===== src/rtl/alu_seq_pkg.sv =====
// Shared definitions for the ALU operation sequencer and the processor it drives.
//   - FSM state encodings (2-bit, legacy-compatible constants)
//   - Operation codes OP_ADD / OP_SUB
//   - Default datapath width and register count
package alu_seq_pkg;

  localparam int unsigned DEF_WORDSIZE = 64;
  localparam int unsigned DEF_SIZE     = 32;

  localparam logic OP_ADD = 1'b0;
  localparam logic OP_SUB = 1'b1;

  localparam logic [1:0] S_IDLE   = 2'd0;
  localparam logic [1:0] S_FETCH  = 2'd1;
  localparam logic [1:0] S_EXEC   = 2'd2;
  localparam logic [1:0] S_WRBACK = 2'd3;

endpackage


===== src/rtl/alu_seq_regfile.sv =====
// SIZE x WORDSIZE register file for the ALU operation sequencer.
// Ports:
//   clk, rst_n            clock, asynchronous active-low clear of all registers
//   we, waddr, wdata      single write port (host or write-back, muxed by caller)
//   raddr1/rdata1         combinational read port (operand A)
//   raddr2/rdata2         combinational read port (operand B)
//   host_raddr/host_rdata registered host read port (1-cycle latency, read-before-write)
module alu_seq_regfile
  import alu_seq_pkg::*;
#(
  parameter int unsigned WORDSIZE = DEF_WORDSIZE,
  parameter int unsigned SIZE     = DEF_SIZE
) (
  input  logic                     clk,
  input  logic                     rst_n,
  input  logic                     we,
  input  logic [$clog2(SIZE)-1:0]  waddr,
  input  logic [WORDSIZE-1:0]      wdata,
  input  logic [$clog2(SIZE)-1:0]  raddr1,
  output logic [WORDSIZE-1:0]      rdata1,
  input  logic [$clog2(SIZE)-1:0]  raddr2,
  output logic [WORDSIZE-1:0]      rdata2,
  input  logic [$clog2(SIZE)-1:0]  host_raddr,
  output logic [WORDSIZE-1:0]      host_rdata
);

  logic [WORDSIZE-1:0] mem [SIZE];

  always_ff @(posedge clk or negedge rst_n) begin
    if (!rst_n) begin
      for (int unsigned i = 0; i < SIZE; i++) begin
        mem[i] <= '0;
      end
      host_rdata <= '0;
    end else begin
      if (we) begin
        mem[waddr] <= wdata;
      end
      host_rdata <= mem[host_raddr];
    end
  end

  assign rdata1 = mem[raddr1];
  assign rdata2 = mem[raddr2];

endmodule


===== src/rtl/alu_op_sequencer.sv =====
// ALU operation sequencer: accepts register-addressed add/sub commands, fetches
// operands from an internal register file, drives the combinational processor
// (num1, num2, operation_in -> result) and writes the result back.
// Ports:
//   clk, rst_n                         clock, asynchronous active-low reset
//   cmd_valid/cmd_ready                command handshake (ready only in IDLE)
//   cmd_op, cmd_rs1, cmd_rs2, cmd_rd   operation and register addresses
//   wr_en, wr_addr, wr_data            host register write (honoured only in IDLE)
//   rd_addr, rd_data                   registered host read (1-cycle latency)
//   num1, num2, operation_in           operands/operation to the processor
//   result                             processor result
//   done, done_data                    write-back pulse and written value
//   mismatch                           self-check flag with done
// Configuration: define ALU_OP_SEQUENCER_CHECK_EN to enable the result checker;
// otherwise mismatch is tied low.
module alu_op_sequencer
  import alu_seq_pkg::*;
#(
  parameter int unsigned WORDSIZE = DEF_WORDSIZE,
  parameter int unsigned SIZE     = DEF_SIZE
) (
  input  logic                     clk,
  input  logic                     rst_n,
  input  logic                     cmd_valid,
  output logic                     cmd_ready,
  input  logic                     cmd_op,
  input  logic [$clog2(SIZE)-1:0]  cmd_rs1,
  input  logic [$clog2(SIZE)-1:0]  cmd_rs2,
  input  logic [$clog2(SIZE)-1:0]  cmd_rd,
  input  logic                     wr_en,
  input  logic [$clog2(SIZE)-1:0]  wr_addr,
  input  logic [WORDSIZE-1:0]      wr_data,
  input  logic [$clog2(SIZE)-1:0]  rd_addr,
  output logic [WORDSIZE-1:0]      rd_data,
  output logic [WORDSIZE-1:0]      num1,
  output logic [WORDSIZE-1:0]      num2,
  output logic                     operation_in,
  input  logic [WORDSIZE-1:0]      result,
  output logic                     done,
  output logic [WORDSIZE-1:0]      done_data,
  output logic                     mismatch
);

  localparam int unsigned AW = $clog2(SIZE);

  logic [1:0]          state;
  logic                op_q;
  logic [AW-1:0]       rs1_q, rs2_q, rd_q;
  logic [WORDSIZE-1:0] rf_rs1, rf_rs2;
  logic                rf_we;
  logic [AW-1:0]       rf_waddr;
  logic [WORDSIZE-1:0] rf_wdata;

  assign cmd_ready = (state == S_IDLE);

  // Host writes only land in IDLE and write-back only in WRBACK, so one port suffices.
  always_comb begin
    rf_we    = 1'b0;
    rf_waddr = wr_addr;
    rf_wdata = wr_data;
    if (state == S_WRBACK) begin
      rf_we    = 1'b1;
      rf_waddr = rd_q;
      rf_wdata = result;
    end else if (state == S_IDLE && wr_en) begin
      rf_we = 1'b1;
    end
  end

  alu_seq_regfile #(
    .WORDSIZE (WORDSIZE),
    .SIZE     (SIZE)
  ) u_regfile (
    .clk        (clk),
    .rst_n      (rst_n),
    .we         (rf_we),
    .waddr      (rf_waddr),
    .wdata      (rf_wdata),
    .raddr1     (rs1_q),
    .rdata1     (rf_rs1),
    .raddr2     (rs2_q),
    .rdata2     (rf_rs2),
    .host_raddr (rd_addr),
    .host_rdata (rd_data)
  );

  always_ff @(posedge clk or negedge rst_n) begin
    if (!rst_n) begin
      state        <= S_IDLE;
      op_q         <= OP_ADD;
      rs1_q        <= '0;
      rs2_q        <= '0;
      rd_q         <= '0;
      num1         <= '0;
      num2         <= '0;
      operation_in <= OP_ADD;
      done         <= 1'b0;
      done_data    <= '0;
    end else begin
      done <= (state == S_WRBACK);
      case (state)
        S_IDLE: begin
          if (cmd_valid) begin
            op_q  <= cmd_op;
            rs1_q <= cmd_rs1;
            rs2_q <= cmd_rs2;
            rd_q  <= cmd_rd;
            state <= S_FETCH;
          end
        end
        S_FETCH: begin
          num1         <= rf_rs1;
          num2         <= rf_rs2;
          operation_in <= op_q;
          state        <= S_EXEC;
        end
        S_EXEC: begin
          state <= S_WRBACK;
        end
        S_WRBACK: begin
          done_data <= result;
          state     <= S_IDLE;
        end
        default: begin
          state <= S_IDLE;
        end
      endcase
    end
  end

`ifdef ALU_OP_SEQUENCER_CHECK_EN
  logic [WORDSIZE-1:0] expected;
  logic                check_fail;
  logic                mismatch_sticky;

  always_comb begin
    expected = (operation_in == OP_SUB) ? num1 - num2 : num1 + num2;
  end

  assign check_fail = (state == S_WRBACK) && (result != expected);

  // mismatch pulses with done; the sticky copy survives until reset.
  always_ff @(posedge clk or negedge rst_n) begin
    if (!rst_n) begin
      mismatch        <= 1'b0;
      mismatch_sticky <= 1'b0;
    end else begin
      mismatch        <= check_fail;
      mismatch_sticky <= mismatch_sticky | check_fail;
    end
  end
`else
  assign mismatch = 1'b0;
`endif

endmodule


===== config.mk =====
export PLATFORM = sky130hd
export DESIGN_NAME = alu_op_sequencer
export DESIGN_NICKNAME = d
export VERILOG_FILES = /design/src/rtl/alu_seq_pkg.sv /design/src/rtl/alu_seq_regfile.sv /design/src/rtl/alu_op_sequencer.sv
export SDC_FILE = /design/constraint.sdc
export NUM_CORES = 2
export LEC_CHECK = 0
export BUFFER_PORTS_ARGS = -buffer_cell sky130_fd_sc_hd__buf_2
export CELL_PAD_IN_SITES_DETAIL_PLACEMENT = 1
export CELL_PAD_IN_SITES_GLOBAL_PLACEMENT = 2
export CORE_MARGIN = 2
export CORE_UTILIZATION = 34
export DETAILED_ROUTE_END_ITERATION = 8
export PLACE_DENSITY = 0.67
export SETUP_SLACK_MARGIN = 0.05
export SLEW_MARGIN = 30
export SYNTH_ARGS = -nofsm -noshare
export SYNTH_HDL_FRONTEND = slang
export SYNTH_SLANG_ARGS = --single-unit

===== constraint.sdc =====
create_clock -name clk -period 5.6 [get_ports clk]
set_input_delay 1.68 -clock clk [delete_from_list [all_inputs] [get_ports clk]]
set_output_delay 1.68 -clock clk [all_outputs]
set_load 0.005 [all_outputs]

== Word-level counts from Yosys, hierarchy flattened ==
Cells that the tools add are included.

* Register bits: 2324
* Bits in latches: 0
* Bits in writable memories: 0
* Bits in read-only memories: 0
* Bits of input ports: 158
* Output and inout port bits: 260
* Word-level logic and storage cells: 78
* Memories kept: 0

* Add/sub/neg operators: 0
* Multipliers: 0
* Div/mod/pow operators: 0
* $lt $le $gt $ge: 5
* Equality and inequality tests: 4
* Shift-type cells: 0
* Muxes and demuxes: 18
* Bitwise operators: 4
* Reductions and logical operators: 4

{| class="wikitable"
|+ Operators by type and width
! kind !! count
|-
| 2048-bit bitwise mux || 1
|-
| 64-bit binary-select mux with 5-bit select || 3
|-
| 64-bit two-way mux || 8
|-
| 64-bit demux with 5-bit select || 1
|-
| 6-bit greater-or-equal comparator (second input constant) || 4
|-
| 5-bit inverter with 6-bit output || 4
|-
| 2-bit one-hot mux with 4 select lines || 1
|-
| 6-bit by 1-bit less-than comparator with 1-bit output (second input constant) || 1
|-
| 5-bit two-way mux || 1
|-
| 2-bit == test (second input constant) || 2
|-
| 2-bit by 1-bit == test with 1-bit output (second input constant) || 1
|-
| 1-bit logical AND || 2
|-
| 2-bit zero test || 1
|-
| 1-bit two-way mux || 2
|-
| 2-bit two-way mux || 1
|-
| 2-bit != test (second input constant) || 1
|-
| 2-bit AND reduction || 1
|}

== Depth between registers and ports, before layout ==
* Depth after elaboration: 8
* Mapped depth: 11
* Gate-level depth less buffers: 7

== Modules after synthesis ==
From an unflattened synthesis, not the netlist that was laid out.

* Cell total of the unflattened synthesis: 9902
* Area total of the unflattened synthesis: 135346.1 um2

{| class="wikitable"
|+ By module, submodules not included
! module !! instances !! cells each !! area each (um2) !! sequential area each (um2)
|-
| alu_seq_regfile || 1 || 9168 || 126557.6 || 52850.7
|-
| alu_op_sequencer || 1 || 734 || 8788.4 || 5305.1
|}

== Worst setup path before layout ==
OpenSTA, ideal clock, no wires.

* Kind: input to register
* From: input port rd_addr[0]
* To: register u_regfile.host_rdata[10]
* Library setup time: 0.125 ns
* Data arrival time: 3.641 ns
* Required time: 5.475 ns
* Setup slack: 1.834 ns
* Stages on the path: 5
* Path buffers: 2
* Cell sequence: buf_2 -> buf_1 -> mux4_2 -> mux4_2 -> mux2_2

* Longest elaborated chain between the ends: 4

{| class="wikitable"
|+ Ends and longest elaborated chain
! what !! RTL line !! source
|-
| from (decl) || alu_op_sequencer.sv:33 || <nowiki>input logic [$clog2(SIZE)-1:0] rd_addr,</nowiki>
|-
| 5-bit inverter with 6-bit output (implied by the code) || alu_seq_regfile.sv:39 || <nowiki>host_rdata <= mem[host_raddr];</nowiki>
|-
| 64-bit binary-select mux with 5-bit select || alu_seq_regfile.sv:39 ||
|-
| 64-bit two-way mux (implied by the code) (2 in a row) || alu_seq_regfile.sv:39 ||
|-
| to (signal assigned) || alu_seq_regfile.sv:39 ||
|-
| to (decl) || alu_seq_regfile.sv:24 || <nowiki>output logic [WORDSIZE-1:0] host_rdata</nowiki>
|}

No other way between the ends. The select of a mux whose other input is x is not followed.
A chain may end at the register's enable or synchronous reset.

== Final worst setup path ==
* From: register rs1_q[0]
* To: register num1[24]

* Longest elaborated chain between the ends: 4

{| class="wikitable"
|+ Ends and longest elaborated chain
! what !! RTL line !! source
|-
| from (decl) || alu_op_sequencer.sv:48 || <nowiki>logic [AW-1:0] rs1_q, rs2_q, rd_q;</nowiki>
|-
| from (signal assigned) || alu_op_sequencer.sv:105 || <nowiki>rs1_q <= cmd_rs1;</nowiki>
|-
| 5-bit inverter with 6-bit output (implied by the code) || alu_seq_regfile.sv:43 || <nowiki>assign rdata1 = mem[raddr1];</nowiki>
|-
| 64-bit binary-select mux with 5-bit select || alu_seq_regfile.sv:43 ||
|-
| 64-bit two-way mux (implied by the code) (2 in a row) || alu_seq_regfile.sv:43 ||
|-
| to (signal assigned) || alu_op_sequencer.sv:112 || <nowiki>num1 <= rf_rs1;</nowiki>
|-
| to (decl) || alu_op_sequencer.sv:35 || <nowiki>output logic [WORDSIZE-1:0] num1,</nowiki>
|}

No other way between the ends. The select of a mux whose other input is x is not followed.

==> results.json <==
{
  "synth-compound-area-share": 0.113,
  "clock-skew-final_ps": 42.4,
  "grt_overflow": 0,
  "area_growth_pct": 14.8,
  "setup_ws_ps": 1740,
  "cts_root_buf": "clkbuf_16",
  "antenna_found_initial": 36,
  "drtPass1Iterations": 5,
  "synth_warnings": 0,
  "cts_tree": "yes",
  "grt_pass1_vias": 104000,
  "avgSynthCellArea_um2": 12.2,
  "ant_nets": 0,
  "grt_max_degree": 135,
  "synthFlopType": "dfrtp_1",
  "yosysUniqueCellTypes": 38,
  "cts_buffer_depth": 4,
  "start_util": 0.341,
  "period_share": 0.689,
  "die_h_um": 618,
  "slew_violations": 0,
  "num_vias": 99300,
  "chipWidth_um": 618,
  "synthesis.area_um2": 128000,
  "clkTransAtPathRegs_ps": 50,
  "detailedPlacementHpwl_um": 339000,
  "yosysSeqAreaShare": 0.454,
  "die-area_um2": 382000,
  "max-slew-margin-rel": 0.244,
  "worst_setup_path_start_kind": "flop",
  "power_density_nw_per_um2": 677,
  "hold_class": "reg -> reg",
  "synth_top_family_by_area": "multiplexers",
  "hold_ws_ps": 501,
  "synth-xor-area-share": 0,
  "synth.mux.area_fraction": 0.320,
  "fin_nets": 10700,
  "synthesis.nets": 10700,
  "final-setup-viol-count": 0,
  "cts_sinks": 2324,
  "synth_edf_count": 0,
  "yosys.area_share.adder": 0.000488,
  "cts_htree_levels": 5,
  "drt-total-wl_um": 555000,
  "portBuffers": 416,
  "worst_pin_slew_ps": 1130,
  "syn_inst": 10500,
  "vdd_drop_max_mv": 0.403,
  "fmax_ghz": 0.259,
  "cp.required_ps": 6480,
  "cts_made_buffers": 288,
  "maxCapViolations": 0,
  "grt.total_usage": 0.289,
  "cts_setup_buffers": 0,
  "coreArea_um2": 376000,
  "path_max_fanout": 39,
  "viasPerCell": 6.29,
  "synthArstFlopShare": 1.00,
  "power.leakage_nw": 60.0,
  "fin_crit_ps": 3860,
  "place.gp.congestion": 0.853,
  "routedWlPerCell_um": 35.2,
  "drt-initial-drc-count": 10400,
  "post-route-drc-count": 0,
  "post_cts_resized": 0,
  "rsz0062_at_grt": "no",
  "rows": 225,
  "post-place-ws_ps": 1240,
  "ys_ff_latch": 2324,
  "crit_arrival_ps": 4740,
  "worstSkewPairLatency_ps": 960,
  "yosys.area_share.simple": 0.0718,
  "finalHoldViolations": 0,
  "ioPinCount": 418,
  "ctsHoldBuffers": 0,
  "fillers": 39400,
  "crit_type": "reg -> reg",
  "endpoint_kind": "flop",
  "grt_first_pass_wirelength_um": 796000,
  "status": "complete, no violations",
  "drive_gt1_frac": 0.312,
  "setup_tns_ps": 0
}
[worst paths after layout]
check	start	end	slack, ps	depth (start not counted)
min in group asynchronous	rst_n	done_data[60]	770	1
max in group asynchronous	rst_n	u_regfile.mem[181]	3310	3
hold reg to reg	done_data[20]	done_data[20]	500	1
setup / recovery	rs1_q[0]	num1[24]	1740	6
hold / removal	done_data[20]	done_data[20]	500	1
setup reg to reg	rs1_q[0]	num1[24]	1740	6
[cells in the mapped netlist, types with 2 or more instances]
| library cell | number | area (µm²) |
|---|---|---|
| nand2_1 | 1066 | 4000 |
| buf_6 | 13 | 146 |
| nand2b_1 | 42 | 263 |
| a221oi_1 | 7 | 61.3 |
| and2_1 | 4 | 25.0 |
| buf_4 | 75 | 563 |
| and3_1 | 16 | 100 |
| mux2_2 | 233 | 2620 |
| a22o_1 | 70 | 613 |
| o211ai_1 | 7 | 52.6 |
| nor2_1 | 1086 | 4080 |
| dfrtp_1 | 2324 | 58200 |
| mux2i_1 | 118 | 1180 |
| mux4_2 | 1650 | 37200 |
| nand3_1 | 26 | 130 |
| ha_1 | 5 | 62.6 |
| a31oi_1 | 29 | 181 |
| inv_1 | 5 | 18.8 |
| buf_2 | 365 | 1830 |
| o22ai_1 | 289 | 1810 |
| buf_1 | 52 | 195 |
| a21oi_1 | 1091 | 5460 |
| a22oi_1 | 116 | 871 |
| or3_1 | 3 | 18.8 |
| clkbuf_1 | 671 | 2520 |
| nor2b_1 | 13 | 81.3 |
| nand3b_1 | 5 | 37.5 |
| o21ai_0 | 1087 | 5440 |
| nor4_1 | 70 | 438 |
| o32ai_2 | 2 | 32.5 |
[cells by family (layout without fill, tap and decap cells)]
family / count (synthesis) / in the layout
DFF: 2324 / 2324
AOI/OAI and AO/OA: 2701 / 2701
other: 1 / 15
and+or+nand+nor: 2335 / 2335
buffers and inverters: 1181 / 1401
muxes: 2001 / 2001
adders and majority gates: 5 / 5
[stage by stage]
stage                     utilization  power (mW)  instance area, µm²  cells
after floorplan                     -        61.1              128000  10500
after global routing            0.392         105              147000  15800
final                           0.392        99.6              147000  15800
after detailed placement        0.366        79.8              138000  15200
after CTS                       0.392        99.6              147000  15800
after global placement          0.366        77.9              137000  15200
[power breakdown]
group,internal [mW],total (mW),switching (mW)
clock,11.4,19.4,8.01
combinational,22.3,46.5,24.1
sequential,24.7,33.7,9.04
total,58.4,99.6,41.2
[critical path, stage by stage, from the launching register on]
cell,delay (ps)
dfrtp_4,970
buf_12,390
buf_4,750
mux4_2,390
o22ai_1,100
nor4_1,620
mux2_2,260
[cell type report]
class / count / area (µm²) / area share
multi-input combinational: 7043 / 65700 / 0.446
timing repair buffer: 883 / 7450 / 0.0506
clock inverter: 93 / 1160 / 0.00788
sequential: 2324 / 58200 / 0.395
inverter: 5 / 18.8 / 0.000128
clock buffer: 420 / 8420 / 0.0572
tap: 4994 / 6250 / 0.0425
antenna: 14 / 35.0 / 0.000238
[cell usage in the layout (no fill, tap or decap), types with 6 or more instances in the layout]
master,synthesis,routed
a31oi_1,29,29
a221oi_1,7,7
nor2_1,1086,1082
nand3_4,0,18
clkbuf_1,671,70
mux2i_4,0,9
inv_6,0,9
mux2i_1,118,54
dfrtp_4,0,9
clkinv_8,0,8
nor4_2,0,7
nor2b_1,13,6
clkinv_2,0,43
nand2b_1,42,40
bufinv_16,0,19
nand2_1,1066,1061
mux4_2,1650,1650
dfrtp_1,2324,2314
nor4_1,70,63
o211ai_1,7,7
nand3_1,26,8
a22oi_1,116,116
buf_4,75,323
clkinvlp_4,0,9
mux2_2,233,233
buf_12,0,135
a22o_1,70,70
o21ai_0,1087,1087
buf_2,365,410
a21oi_1,1091,1090
nor2b_4,0,7
mux2i_2,0,55
and3_4,0,16
clkbuf_16,0,297
o22ai_1,289,289
buf_8,0,9
diode_2,0,14
clkbuf_8,0,54
[flip-flops by register name (all words and copies together), names as in the netlist]
signal and flops:
done 1, rs2_q 5, u_regfile.host_rdata 64, num2 64, rs1_q 5, u_regfile.mem 2048
operation_in 1, rd_q 5, done_data 64, num1 64, op_q 1, state 2
[per-layer routing]
layer | vias up | global-route usage | share of wire
li1 | 39800 | - | -
met1 | 53600 | 0.373 | 0.39
met2 | 4616 | 0.472 | 0.48
met3 | 1255 | 0.0542 | 0.074
met4 | 16 | 0.134 | 0.054
met5 | - | 0 | 0.00019
Power figures use the tool's default switching activity.
